`config.mk`:
```
export PLATFORM = sky130hd
export DESIGN_NAME = joy_db9_scanner
export DESIGN_NICKNAME = d
export VERILOG_FILES = /design/src/rtl/joy_db9_pkg.sv /design/src/rtl/joy_db9_sync.sv /design/src/rtl/joy_db9_scanner.sv
export SDC_FILE = /design/constraint.sdc
export NUM_CORES = 1
export LEC_CHECK = 0
export BUFFER_PORTS_ARGS = -buffer_cell sky130_fd_sc_hd__buf_2
export CORE_UTILIZATION = 30
export CTS_BUF_LIST = sky130_fd_sc_hd__clkbuf_8
export DETAILED_ROUTE_END_ITERATION = 10
export SYNTH_ARGS = -nofsm -noshare
export SYNTH_HDL_FRONTEND = slang
export SYNTH_SLANG_ARGS = --single-unit
```
`constraint.sdc`:
```
create_clock -name clk_sys -period 3 [get_ports clk_sys]
set_clock_uncertainty 0.15 [all_clocks]
set_input_delay 0.15 -clock clk_sys [delete_from_list [all_inputs] [get_ports clk_sys]]
set_output_delay 0.15 -clock clk_sys [all_outputs]
set_load 0.05 [all_outputs]
```
`src/rtl/joy_db9_pkg.sv`:
```
// Shared types and default sizing for the DB9 joystick chain scanner.
// Default constants match the NeptUNO+ middleboard wiring.
package joy_db9_pkg;

    typedef enum logic [2:0] {
        IDLE,
        LOAD,
        SETUP,
        SHIFT,
        DONE
    } joy_state_t;

    localparam int JOY_BITS_DEF     = 12;
    localparam int CLK_DIV_DEF      = 8;
    localparam int FRAME_CYCLES_DEF = 50000;

endpackage

```
`src/rtl/joy_db9_sync.sv`:
```
// Two-flop synchronizer for the chain's serial output.
// Resets high because the chain idles high.
module joy_db9_sync (
    input  logic clk_i,
    input  logic rst_ni,
    input  logic d_i,
    output logic q_o
);

    logic [1:0] ff_q;

    always_ff @(posedge clk_i) begin
        if (!rst_ni) begin
            ff_q <= 2'b11;
        end else begin
            ff_q <= {ff_q[0], d_i};
        end
    end

    assign q_o = ff_q[1];

endmodule

```
`src/rtl/joy_db9_scanner.sv`:
```
// DB9 joystick chain scanner: drives JOY_LOAD/JOY_CLK, deserializes JOY_DATA.
// Define JOY_DB9_DEBOUNCE_EN to publish a frame only when two in a row agree.
module joy_db9_scanner
    import joy_db9_pkg::*;
#(
    parameter int CLK_DIV      = CLK_DIV_DEF,
    parameter int FRAME_CYCLES = FRAME_CYCLES_DEF,
    parameter int JOY_BITS     = JOY_BITS_DEF
) (
    input  logic                clk_sys,
    input  logic                reset_n,
    input  logic                scan_en,
    input  logic                JOY_DATA,
    output logic                JOY_CLK,
    output logic                JOY_LOAD,
    output logic [JOY_BITS-1:0] joy1,
    output logic [JOY_BITS-1:0] joy2,
    output logic                frame_valid,
    output logic                busy
);

    localparam int NB = 2 * JOY_BITS;
    localparam int TW = $clog2(FRAME_CYCLES);
    localparam int PW = $clog2(CLK_DIV);
    localparam int BW = $clog2(NB);

    localparam logic [TW-1:0] T_LAST = TW'(FRAME_CYCLES - 1);
    localparam logic [PW-1:0] P_LAST = PW'(CLK_DIV - 1);
    localparam logic [BW-1:0] B_LAST = BW'(NB - 1);

    joy_state_t          state_q, state_d;
    logic [TW-1:0]       timer_q, timer_d;
    logic [PW-1:0]       ph_q, ph_d;
    logic                hi_q, hi_d;
    logic [BW-1:0]       bit_q, bit_d;
    logic [NB-1:0]       sr_q, sr_d;
    logic [JOY_BITS-1:0] joy1_q, joy1_d;
    logic [JOY_BITS-1:0] joy2_q, joy2_d;
    logic                fv_q, fv_d;
    logic                jclk_q, jclk_d;
    logic                jload_q, jload_d;
    logic                busy_q, busy_d;
    logic                data_s;
    logic                ph_end;
`ifdef JOY_DB9_DEBOUNCE_EN
    logic [NB-1:0]       prev_q, prev_d;
`endif

    joy_db9_sync u_sync (
        .clk_i  (clk_sys),
        .rst_ni (reset_n),
        .d_i    (JOY_DATA),
        .q_o    (data_s)
    );

    always_ff @(posedge clk_sys) begin
        if (!reset_n) begin
            state_q <= IDLE;
            timer_q <= '0;
            ph_q    <= '0;
            hi_q    <= 1'b0;
            bit_q   <= '0;
            sr_q    <= '1;
            joy1_q  <= '0;
            joy2_q  <= '0;
            fv_q    <= 1'b0;
            jclk_q  <= 1'b1;
            jload_q <= 1'b1;
            busy_q  <= 1'b0;
`ifdef JOY_DB9_DEBOUNCE_EN
            prev_q  <= '1;
`endif
        end else begin
            state_q <= state_d;
            timer_q <= timer_d;
            ph_q    <= ph_d;
            hi_q    <= hi_d;
            bit_q   <= bit_d;
            sr_q    <= sr_d;
            joy1_q  <= joy1_d;
            joy2_q  <= joy2_d;
            fv_q    <= fv_d;
            jclk_q  <= jclk_d;
            jload_q <= jload_d;
            busy_q  <= busy_d;
`ifdef JOY_DB9_DEBOUNCE_EN
            prev_q  <= prev_d;
`endif
        end
    end

    assign ph_end = (ph_q == P_LAST);

    // The timer free-runs through frames so frame starts stay FRAME_CYCLES apart.
    always_comb begin
        state_d = state_q;
        timer_d = (timer_q == T_LAST) ? '0 : timer_q + TW'(1);
        ph_d    = ph_q;
        hi_d    = hi_q;
        bit_d   = bit_q;
        sr_d    = sr_q;
        unique case (state_q)
            IDLE: begin
                ph_d  = '0;
                hi_d  = 1'b0;
                bit_d = '0;
                if (timer_q == T_LAST && scan_en) begin
                    state_d = LOAD;
                end
            end
            LOAD, SETUP: begin
                if (ph_end) begin
                    ph_d    = '0;
                    hi_d    = 1'b0;
                    bit_d   = '0;
                    state_d = (state_q == LOAD) ? SETUP : SHIFT;
                end else begin
                    ph_d = ph_q + PW'(1);
                end
            end
            SHIFT: begin
                if (!ph_end) begin
                    ph_d = ph_q + PW'(1);
                end else begin
                    ph_d = '0;
                    if (!hi_q) begin
                        hi_d = 1'b1;
                        sr_d = {sr_q[NB-2:0], data_s};
                    end else begin
                        hi_d = 1'b0;
                        if (bit_q == B_LAST) begin
                            state_d = DONE;
                        end else begin
                            bit_d = bit_q + BW'(1);
                        end
                    end
                end
            end
            DONE:    state_d = IDLE;
            default: state_d = IDLE;
        endcase
    end

    always_comb begin
        jload_d = (state_d != LOAD);
        jclk_d  = !(state_d == SHIFT && !hi_d);
        busy_d  = (state_d != IDLE);
        joy1_d  = joy1_q;
        joy2_d  = joy2_q;
        fv_d    = 1'b0;
`ifdef JOY_DB9_DEBOUNCE_EN
        prev_d  = prev_q;
        if (state_q == DONE) begin
            prev_d = sr_q;
            if (sr_q == prev_q) begin
                joy1_d = ~sr_q[NB-1:JOY_BITS];
                joy2_d = ~sr_q[JOY_BITS-1:0];
                fv_d   = 1'b1;
            end
        end
`else
        if (state_q == DONE) begin
            joy1_d = ~sr_q[NB-1:JOY_BITS];
            joy2_d = ~sr_q[JOY_BITS-1:0];
            fv_d   = 1'b1;
        end
`endif
    end

    assign JOY_CLK     = jclk_q;
    assign JOY_LOAD    = jload_q;
    assign joy1        = joy1_q;
    assign joy2        = joy2_q;
    assign frame_valid = fv_q;
    assign busy        = busy_q;

endmodule

```
==> results.toml <==
[route]
route.antenna.remaining_nets = 0
drt-total-wl_mm = 6.085
wl_per_cell_um = 11.40
firstDrtPassIters = 4
vias_per_cell = 4.620
vias = 2467
drtIter0Drc = 95
drc = 0

[power_and_ir_drop]
p_leak_nw = 1.451
p_per_area_nw_per_um2 = 523.7
ir_worst_vdd_v = 0.0001870
p_int_mw = 1.498
switchingPower_mw = 0.4395
power_frac_seq = 0.565
swShare = 0.2268
p_comb_frac = 0.014
p_clk_frac = 0.421

[worst_setup_path]
worstPathArrival_ps = 2100
r2r_setup_slack_ps = 980
cp-end-kind = "flip-flop"
critPathBufInv = 0
critPathTopFamily = "compound AO/OA/AOI/OAI gates"
critPathMaxStageDelay_ps = 360
worstPathRequired_ps = 3080
rr_worst_depth = 6
criticalPathCategory = "reg -> reg"
reg2reg_to = "bit_q[1]"
slowest_stage = "dfxtp_1"
cp-start-kind = "flip-flop"
path_max_fanout = 8
reg2reg_from = "ph_q[0]"
path_cells = "ha_1 > ha_1 > nand2_1 > o221ai_1 > nand2_1 > a32o_1"

[yosys]
synth_edf_count = 0
synth.area.top_cells = "dfxtp_1, nand2_1, nor2_1, nand3_1, a211oi_1"
yosys_warnings = 0
synth.distinct_cells = 45
synth_top_area_cell = "dfxtp_1"
yosysTopAreaCellShare = 0.5097
syn-instance-count = 366
synthFlopType = "dfxtp_1"
netlist_area_sq_um = 3221
ys_seq_area_frac = 0.5097
ys_async_sr_fraction = 0
syn_nets = 376
postSynthAreaPerCell_sq_um = 8.799
synth_seq_cells = 82

[min_path]
holdPathEnd = "sr_q[15]"
worstHoldStart = "reset_n"
min_path_type = "in -> reg"
min_path_cells = 2

[floorplanning]
core_sq_um = 10370
die_y_um = 105.6
num_rows = 37
die_x_um = 105.6
die-area_sq_um = 11150
num_io_pins = 32
start_util = 0.3106

[timing]
fin_crit_ps = 2016
fin_tns_setup_ps = 0
grt_setup_unrepaired = "no"
maxSlewViolCount = 0
max_freq_mhz = 495.9
worstMarginPinSlew_ps = 635.6
min_period_over_period = 0.6722
slew_headroom = 0.5763
setup_viol = 0
hold_viol = 0

[finish]
multiInputGateArea_sq_um = 1465
layout_common_cells = "dfxtp_1, nand2_1, nor2_1, nand3_1, buf_2"
fill_cells = 1096
diodes = 0
nets = 403
fin_util = 0.3568
area_delta_synth_final_pct = 14.88
regArea_sq_um = 1642
drive_above_1_share = 0.1482
mostFrequentLayoutCell = "dfxtp_1"

[global_routing]
grt_pass1_vias = 2327
antenna_found_initial = 0
grt-ovfl-total = 0
grt_pass1_wl_mm = 10.64
grt_max_degree = 39
grt_usage = 0.1173

[clock_tree]
cts_tree = "built"
cts_made_buffers = 9
clockBufferDepth = 2
root_buffer = "clkbuf_8"
post_cts_buffers = 0
htree_levels = 3
clk_pin_slew_worst_paths_ps = 90
clk_latency_ps = 350
cts_sinks = 82

[placement]
gp_congestion = 0.7556
numPortBuffers = 31
dp_hpwl_mm = 4.035

[outcome]
status = "complete, no violations"

[job]
drv_cap = 0
power groups by stage:
stage | Clock (mW) | Sequential (mW) | Combinational (mW)
3_5_place_dp | 0 | 1.12 | 0.0266
4_1_cts | 0.852 | 1.10 | 0.0276
3_3_place_gp | 0 | 1.12 | 0.0262
6_report | 0.815 | 1.10 | 0.0268
2_1_floorplan | 0 | 1.12 | 0.0208
5_1_grt | 0.902 | 1.10 | 0.0309
synth_stat cells (6+ instances only):
master	n
ha_1	6
buf_2	9
xnor2_1	13
dfxtp_1	82
nor4_1	7
a211oi_1	19
clkbuf_1	6
o21ai_0	7
nor2_1	47
nor3_1	7
nand3_1	32
nand2_1	65
timing repair:
item,4_1_cts,5_1_grt
resized for setup,0,0
hold buffers,1,0
hold endpoints to repair,1,0
worst max-delay path by stage:
stage	end	cells past startpoint	slack, ps	startpoint
floorplan	bit_q[1]	6	1220	ph_q[0]
global placement	bit_q[3]	5	1070	reset_n
detailed placement	bit_q[2]	5	980	reset_n
CTS	bit_q[1]	6	990	ph_q[0]
global route	bit_q[1]	6	830	ph_q[0]
finish	bit_q[1]	6	980	ph_q[0]
worst register-to-register path, stage by stage, from the launching register on:
cell and delay (ps):
dfxtp_1 360, ha_1 160, ha_1 330, nand2_1 190, o221ai_1 310, nand2_1 130, a32o_1 270
state kept, by name, indices dropped and copies added (netlist names):
register     count
sr_q            24
timer_q         16
joy1            12
joy2            12
bit_q            5
ph_q             3
state_q          3
u_sync.ff_q      2
JOY_CLK          1
JOY_LOAD         1
busy             1
frame_valid      1
hi_q             1
cells by family (layout without fill, tap and decap cells):
| family | count (synthesis) | count (layout) | share of synthesized area |
|---|---|---|---|
| AND/OR/NAND/NOR | 193 | 193 | 0.2890 |
| flip-flops | 82 | 82 | 0.5097 |
| AO/OA/AOI/OAI | 41 | 41 | 0.09052 |
| buffers and inverters | 26 | 58 | 0.03730 |
| XOR/XNOR | 15 | 15 | 0.04079 |
| adder cells (fa/ha/maj) | 6 | 6 | 0.02331 |
| multiplexers | 3 | 3 | 0.009324 |
layer usage:
metal	part of all wire	track usage	vias to the layer above
met5	0	0	-
met4	0.0038	0.02679	0
met3	0.039	0.04020	2
met2	0.45	0.1931	40
met1	0.51	0.1477	1114
li1	-	-	1311
metrics by stage:
stage          worst slack [ps]  cell area, sq um  std cells  hold slack (ps)  power [mW]
2_1_floorplan              1220              3221        366            101.5       1.141
6_report                  983.5              3700        534            143.6       1.938
4_1_cts                   993.6              3700        534            128.3       1.975
3_5_place_dp              982.5              3481        517            204.6       1.148
3_3_place_gp               1067              3481        517            216.5       1.147
5_1_grt                   825.3              3700        534            142.7       2.029
area by class of cell:
type | count | share of cell area
Sequential cell | 82 | 0.4437
Multi-Input combinational cell | 258 | 0.3960
Timing Repair Buffer | 35 | 0.05073
Tap cell | 136 | 0.04599
Clock buffer | 9 | 0.03348
Clock inverter | 7 | 0.02300
Inverter | 7 | 0.007102
Note: power is estimated with default switching activity, not from simulation.
